<file path="config.mk">
export PLATFORM = sky130hd
export DESIGN_NAME = mac_frame_accumulator
export DESIGN_NICKNAME = d
export VERILOG_FILES = /design/src/rtl/mac_frame_accumulator.sv
export SDC_FILE = /design/constraint.sdc
export NUM_CORES = 1
export LEC_CHECK = 0
export ABC_CLOCK_PERIOD_IN_PS = 2680
export CAP_MARGIN = 20
export CORE_MARGIN = 5
export CORE_UTILIZATION = 45
export DETAILED_ROUTE_END_ITERATION = 10
export PLACE_DENSITY = 0.66
export SYNTH_ARGS = -nofsm -noshare
export SYNTH_HDL_FRONTEND = slang
export SYNTH_SLANG_ARGS = --single-unit
</file>
<file path="constraint.sdc">
create_clock -name clk -period 2.68 [get_ports clk]
set_input_delay 0.536 -clock clk [delete_from_list [all_inputs] [get_ports clk]]
set_output_delay 0.536 -clock clk [all_outputs]
set_load 0.1 [all_outputs]
</file>
<file path="src/rtl/mac_frame_accumulator.sv">
// Frame accumulator behind the MAC register: sums ACC_LEN products (or a flushed
// partial frame) and holds the sum on a valid/ready output. Optional out_avg via MAC_FRAME_ACC_AVG_EN.
package params;
    localparam int DATA_OUT_WIDTH = 16;
endpackage

module mac_frame_accumulator #(
    parameter  int IN_WIDTH  = params::DATA_OUT_WIDTH,
    parameter  int ACC_LEN   = 8,
    localparam int CNT_WIDTH = $clog2(ACC_LEN + 1),
    localparam int SUM_WIDTH = IN_WIDTH + $clog2(ACC_LEN)
) (
    input  logic                 clk,
    input  logic                 reset_n,
    input  logic [IN_WIDTH-1:0]  in_data,
    input  logic                 in_valid,
    output logic                 in_ready,
    input  logic                 flush,
    output logic [SUM_WIDTH-1:0] out_sum,
    output logic [CNT_WIDTH-1:0] out_count,
    output logic                 out_valid,
    input  logic                 out_ready
`ifdef MAC_FRAME_ACC_AVG_EN
    ,
    output logic [IN_WIDTH-1:0]  out_avg
`endif
);

    typedef enum logic {ACCUM = 1'b0, HOLD = 1'b1} state_t;

    localparam logic [CNT_WIDTH-1:0] LAST = CNT_WIDTH'(ACC_LEN - 1);

    if (ACC_LEN < 2 || ACC_LEN > 256) begin : g_bad_len
        $error("mac_frame_accumulator: ACC_LEN must be in 2..256");
    end

    state_t                 state_q, state_d;
    logic [SUM_WIDTH-1:0]   acc_q, acc_d, acc_plus, sum_d;
    logic [CNT_WIDTH-1:0]   cnt_q, cnt_d, cnt_inc, count_d;

    assign in_ready  = (state_q == ACCUM);
    assign out_valid = (state_q == HOLD);
    assign acc_plus  = acc_q + {{(SUM_WIDTH-IN_WIDTH){1'b0}}, in_data};
    assign cnt_inc   = cnt_q + 1'b1;

    always_comb begin
        state_d = state_q;
        acc_d   = acc_q;
        cnt_d   = cnt_q;
        sum_d   = out_sum;
        count_d = out_count;
        case (state_q)
            ACCUM: begin
                if (in_valid) begin
                    if (flush || cnt_q == LAST) begin
                        sum_d   = acc_plus;
                        count_d = cnt_inc;
                        acc_d   = '0;
                        cnt_d   = '0;
                        state_d = HOLD;
                    end else begin
                        acc_d = acc_plus;
                        cnt_d = cnt_inc;
                    end
                end else if (flush && cnt_q != '0) begin
                    // A flush on an empty frame is dropped: never emit count 0.
                    sum_d   = acc_q;
                    count_d = cnt_q;
                    acc_d   = '0;
                    cnt_d   = '0;
                    state_d = HOLD;
                end
            end
            HOLD: begin
                if (out_ready) state_d = ACCUM;
            end
            default: state_d = ACCUM;
        endcase
    end

    always_ff @(posedge clk or negedge reset_n) begin
        if (!reset_n) begin
            state_q   <= ACCUM;
            acc_q     <= '0;
            cnt_q     <= '0;
            out_sum   <= '0;
            out_count <= '0;
        end else begin
            state_q   <= state_d;
            acc_q     <= acc_d;
            cnt_q     <= cnt_d;
            out_sum   <= sum_d;
            out_count <= count_d;
        end
    end

`ifdef MAC_FRAME_ACC_AVG_EN
    localparam int AVG_SHIFT = $clog2(ACC_LEN);

    if ((1 << AVG_SHIFT) != ACC_LEN) begin : g_bad_avg_len
        $error("mac_frame_accumulator: ACC_LEN must be a power of two with averaging");
    end

    // Flushed frames are still divided by ACC_LEN, not by their sample count.
    always_ff @(posedge clk or negedge reset_n) begin
        if (!reset_n) out_avg <= '0;
        else          out_avg <= sum_d[SUM_WIDTH-1:AVG_SHIFT];
    end
`endif

endmodule

</file>
# Yosys cells after proc, flatten, opt, wreduce, memory -nomap -nowiden
# Cells that the tools add are included.
[word_totals] ram_bits=0 mem_count=0 latch_bits=0 ff_bits=47 inputBits=21 romBits=0 out_inout_bits=25 word_cells=33
[classes] add_sub_neg=2 reduce_logical=6 mul=0 n_mux=17 n_eq_ne=2 bitwise_logic=1 shifts=0 div=0 magnitude_cmp=0
[op_table] operator="$mux W19" count=6
[op_table] operator="$mux W4" count=6
[op_table] operator="$add A19 B16 Y19" count=1
[op_table] operator="$add A4 B1 Y4 const B" count=1
[op_table] operator="$eq A4 B3 Y1 const B" count=1
[op_table] operator="$mux W1" count=4
[op_table] operator="$reduce_bool A4 Y1" count=1
[op_table] operator="$reduce_and A3 Y1" count=1
[op_table] operator="$ne A2 B1 Y1 const B" count=1
[op_table] operator="$pmux W1 S2" count=1
[op_table] operator="$reduce_and A2 Y1" count=1
[op_table] operator="$reduce_bool A2 Y1" count=1
[op_table] operator="$logic_and A1 B1 Y1" count=1
[op_table] operator="$logic_or A1 B1 Y1" count=1
[op_table] operator="$not A1 Y1" count=1

# Depth between registers and ports, before layout
[logic_depth] depth_word=5 ltp_mapped=11 ltp_nobuf=9

# Worst setup path before layout
# Ideal clock, no wire load.
[synth_timing] kind="flip-flop to flip-flop" start="reg state_q (netlist: out_valid)" end="reg acc_q[18]" arrival_ns=2.382 setup_time_ns=0.069 period_less_slack_ns=2.451 stages_incl_launch_ff=5 slack_ns=0.229 required_time_ns=2.611 path_cell_list="dfrtp_1 inv_1 nand2_1 or4_1 nand3_1"
[synth_via] elab_chain_cells=2
[synth_lines] item="from (decl)" line_no="37" source="state_t state_q, state_d;"
[synth_lines] item="from (signal assigned)" line_no="89" source="state_q <= state_d;"
[synth_lines] item="$not A1 Y1 (no source line)"
[synth_lines] item="via in_ready" line_no="17" source="output logic in_ready,"
[synth_lines] item="$reduce_and A2 Y1 (no source line)"
[synth_lines] item="to (signal assigned)" line_no="84" source="acc_q <= '0;"
[synth_lines] item="to (signal assigned)" line_no="90" source="acc_q <= acc_d;"
[synth_lines] item="to (decl)" line_no="38" source="logic [SUM_WIDTH-1:0] acc_q, acc_d, acc_plus, sum_d;"
# The timed path passes the listed nets, and every way through them passes these cells.
# A chain may end at the register's enable or synchronous reset.

# Final worst setup path
[layout_timing] start="in in_data[0]" end="reg acc_q[18]"
[layout_via] elab_chain_cells=3
[layout_lines] item="from (decl)" line_no="15" source="input logic [IN_WIDTH-1:0] in_data,"
[layout_lines] item="$add A19 B16 Y19" line_no="43" source="assign acc_plus = acc_q + {{(SUM_WIDTH-IN_WIDTH){1'b0}}, in_data};"
[layout_lines] item="$mux W19" line_no="55" source="if (flush || cnt_q == LAST) begin"
[layout_lines] item="$mux W19" line_no="54" source="if (in_valid) begin"
# Every way passes these cells.

==> key figures <==
Floorplan
  • Initial core utilization: 46.95%
  • I/O pin cnt: 46
  • Core Rows: 28
  • Chip width: 89.06 um
  • Core Region: 5991 um^2
  • Die height: 89.06 um
  • Die area: 7932 um^2

Finish
  • Ant diodes: 0
  • Layout area overhead: 24.64%
  • Share of cells above drive strength 1: 19.13%
  • Post-layout util: 58.52%
  • Layout Cells excl Fill: 441
  • Final non-filler cell area: 3506 um^2
  • Final nets: 405

Power and ir drop
  • Lkg Pwr: 1.641 nW
  • PD cells: 1303 nW/um^2
  • Max IR drop VDD: 0.0008462 V

GRT
  • GRT Resource Usage Total: 18.08%
  • Initial antenna violation count: 0
  • First-pass GRT wire length: 11250 um
  • GRT overflow: 0
  • Vias in the first global route: 2337
  • Largest net degree at the start of global routing: 42

Critical path
  • Worst Setup End Kind: register
  • Cell depth of the worst setup path: 10
  • Max stage delay on crit path: 0.47 ns
  • Worst Path Max Fanout: 4
  • Reg2reg start: acc_q[0]
  • Number of buffers and inverters on the critical path: 1
  • CP Launch Type: input pin
  • Worst R2R Path Depth: 9
  • CP Data Arrival Time: 2.79 ns
  • Worst path required time: 2.91 ns
  • CP top delay family: simple AND/OR/NAND/NOR gates
  • Critical Path Source: in_data[0]
  • Crit Path Category: input pin to register
  • Crit path cell chain: clkdlybuf4s50_1, ha_1, fa_1, a21oi_2, o211ai_2, nand3_2, a211oi_4, nor2_2, or4_1, nand3_1
  • Slowest CP cell: clkdlybuf4s50_1

Yosys
  • Top post-synthesis cells by count: nand2_1 (48), dfrtp_1 (47), o21ai_0 (38)
  • Synth Warn #: 0
  • Count leader, synth: nand2_1
  • Synth area leader: dfrtp_1
  • Predominant post-synthesis flop cell: dfrtp_1
  • EDFF count, synth: 0
  • Post-Syn Area: 2813 um^2
  • Ranking of synthesized cells by area: dfrtp_1 (42%), ha_1 (8.0%), o21ai_0 (6.8%), nand2_1 (6.4%), mux2i_1 (5.0%)
  • Area fraction of the dominant cell type after synthesis: 41.81%
  • Async S/R FF share, synth: 100.0%
  • Synth cell types: 45
  • Syn Area/Cell: 9.252 um^2
  • Post-synthesis sequential area ratio: 41.81%
  • Post-Syn Nets: 344
  • Cells after Synth: 304
  • FF+latch count, synth: 47

STA
  • Pin slew with the least headroom to its limit: 0.4457 ns
  • RSZ-0062 raised after global routing: false
  • Setup TNS: 0 ns
  • Slew headroom: 70.29%
  • Slew Limit Fails: 0
  • Max Clock Freq: 0.3904 GHz
  • Hold Fails Final Rpt: 0
  • Tmin final: 2.561 ns
  • Hold slack: 0.1693 ns
  • Endpoints failing setup: 0
  • Final period util: 95.57%
  • Clk_skew: 0.005321 ns

CTS
  • TritonCTS clock tree: done
  • Clock Latency Late Sink: 0.29 ns
  • Clock transition at the registers of the reported paths: 0.09 ns
  • Root buf cell: clkbuf_8
  • Clk sinks: 47
  • Cts bufs inserted: 5
  • Number of buffers on the longest clock path: 2
  • H-tree levels: 2

Route
  • Wl on met1: 3240 um
  • DR vias: 2362
  • Met2 WL: 3050 um
  • Drt pass-1 iters: 4
  • ANT nets after route: 0
  • DR DRC count: 0
  • Via/cell ratio: 5.356
  • Starting DRT DRC Count: 87
  • Highest metal used: met4
  • Post-DR wirelength/cell: 14.96 um
  • DR WL met3: 250 um
  • Post-Route WL: 6597 um

Placement
  • Cells after DPL: 433
  • Input/output buffers: 45
  • Detailed placement HPWL: 4910 um
  • Routability cong.: 0.9093
  • Placed cell area: 3405 um^2

Min path
  • Min-Delay Path Class: input pin to async pin

Job
  • Max Cap Violations: 0

Outcome
  • Status: finished clean
final cells by class:
cell class | count | area (um^2)
multi-input cells | 233 | 1558
fillers | 553 | 2485
well taps | 75 | 93.84
repair buffers | 69 | 563.0
flip-flops and latches | 47 | 1176
clock buffers | 7 | 76.32
clock inverters | 1 | 5.005
inverters | 9 | 33.78
routing by layer:
layer  GRT usage, %  vias to the layer above
li1               -                     1202
met1          24.99                     1115
met2          29.89                       40
met3          3.134                        5
met4          3.924                        0
met5              0                        -
metrics by stage:
step | setup slack [ns] | total power, mW
2_1_floorplan | 0.2290 | 3.387
3_3_place_gp | -0.1708 | 4.092
3_5_place_dp | -0.2059 | 4.135
4_1_cts | 0.09191 | 4.580
5_1_grt | 0.002783 | 4.887
6_report | 0.1186 | 4.568
path summary, 6_finish.rpt:
kind                                endpoint  slack (ns)
min in group clk                out_count[2]        0.48
worst min-delay path              out_sum[1]        0.17
worst max-delay path               acc_q[18]        0.12
max in group asynchronous          acc_q[16]        1.88
worst min register to register  out_count[2]        0.48
worst max register to register    out_sum[8]        0.39
timing repair:
action,in CTS,in global routing
setup endpoints to repair,0,4
buffers inserted,0,0
gates resized for setup,0,3
hold buffers,0,0
placed cells by master, fill, tap and decap left out, types with 3 or more instances in the layout:
master / Yosys / layout
nand3_1: 5 / 5
dfrtp_1: 47 / 47
a22o_1: 11 / 11
clkdlybuf4s50_1: 0 / 19
xor2_1: 10 / 10
nor2_1: 13 / 13
buf_4: 1 / 49
a21oi_1: 24 / 24
o21ai_0: 38 / 38
nand4_1: 3 / 3
clkbuf_8: 0 / 5
ha_1: 18 / 18
mux2i_1: 14 / 14
o21a_1: 4 / 4
a31oi_1: 4 / 4
xnor2_1: 9 / 9
inv_1: 9 / 9
nand2_1: 48 / 48
a21o_1: 3 / 3
where the power goes:
part,internal (mW),switching [mW]
clock,0.184,0.241
combinational,0.932,2.04
sequential,0.970,0.204
sequential cells by signal (all words and copies together), names as in the netlist:
name,flops
acc_q,19
out_sum,19
cnt_q,4
out_count,4
out_valid,1
logic make-up after synthesis:
group | after synthesis | synth area share, %
AO/OA/AOI/OAI | 100 | 22.29
XOR/XNOR | 19 | 5.916
adder cells (fa/ha/maj) | 19 | 8.719
buffers and inverters | 24 | 3.514
flip-flops | 47 | 41.82
multiplexers | 14 | 4.982
AND/OR/NAND/NOR | 81 | 12.77
worst register-to-register path, cell delays in order, from the launching register on:
cell	delay, ns
dfrtp_1	0.40
ha_1	0.22
fa_1	0.41
a21oi_2	0.21
o211ai_2	0.14
a21o_2	0.20
a21oi_1	0.18
xnor2_1	0.17
mux2i_1	0.11
o21ai_0	0.16
Power figures use the tool's default switching activity.
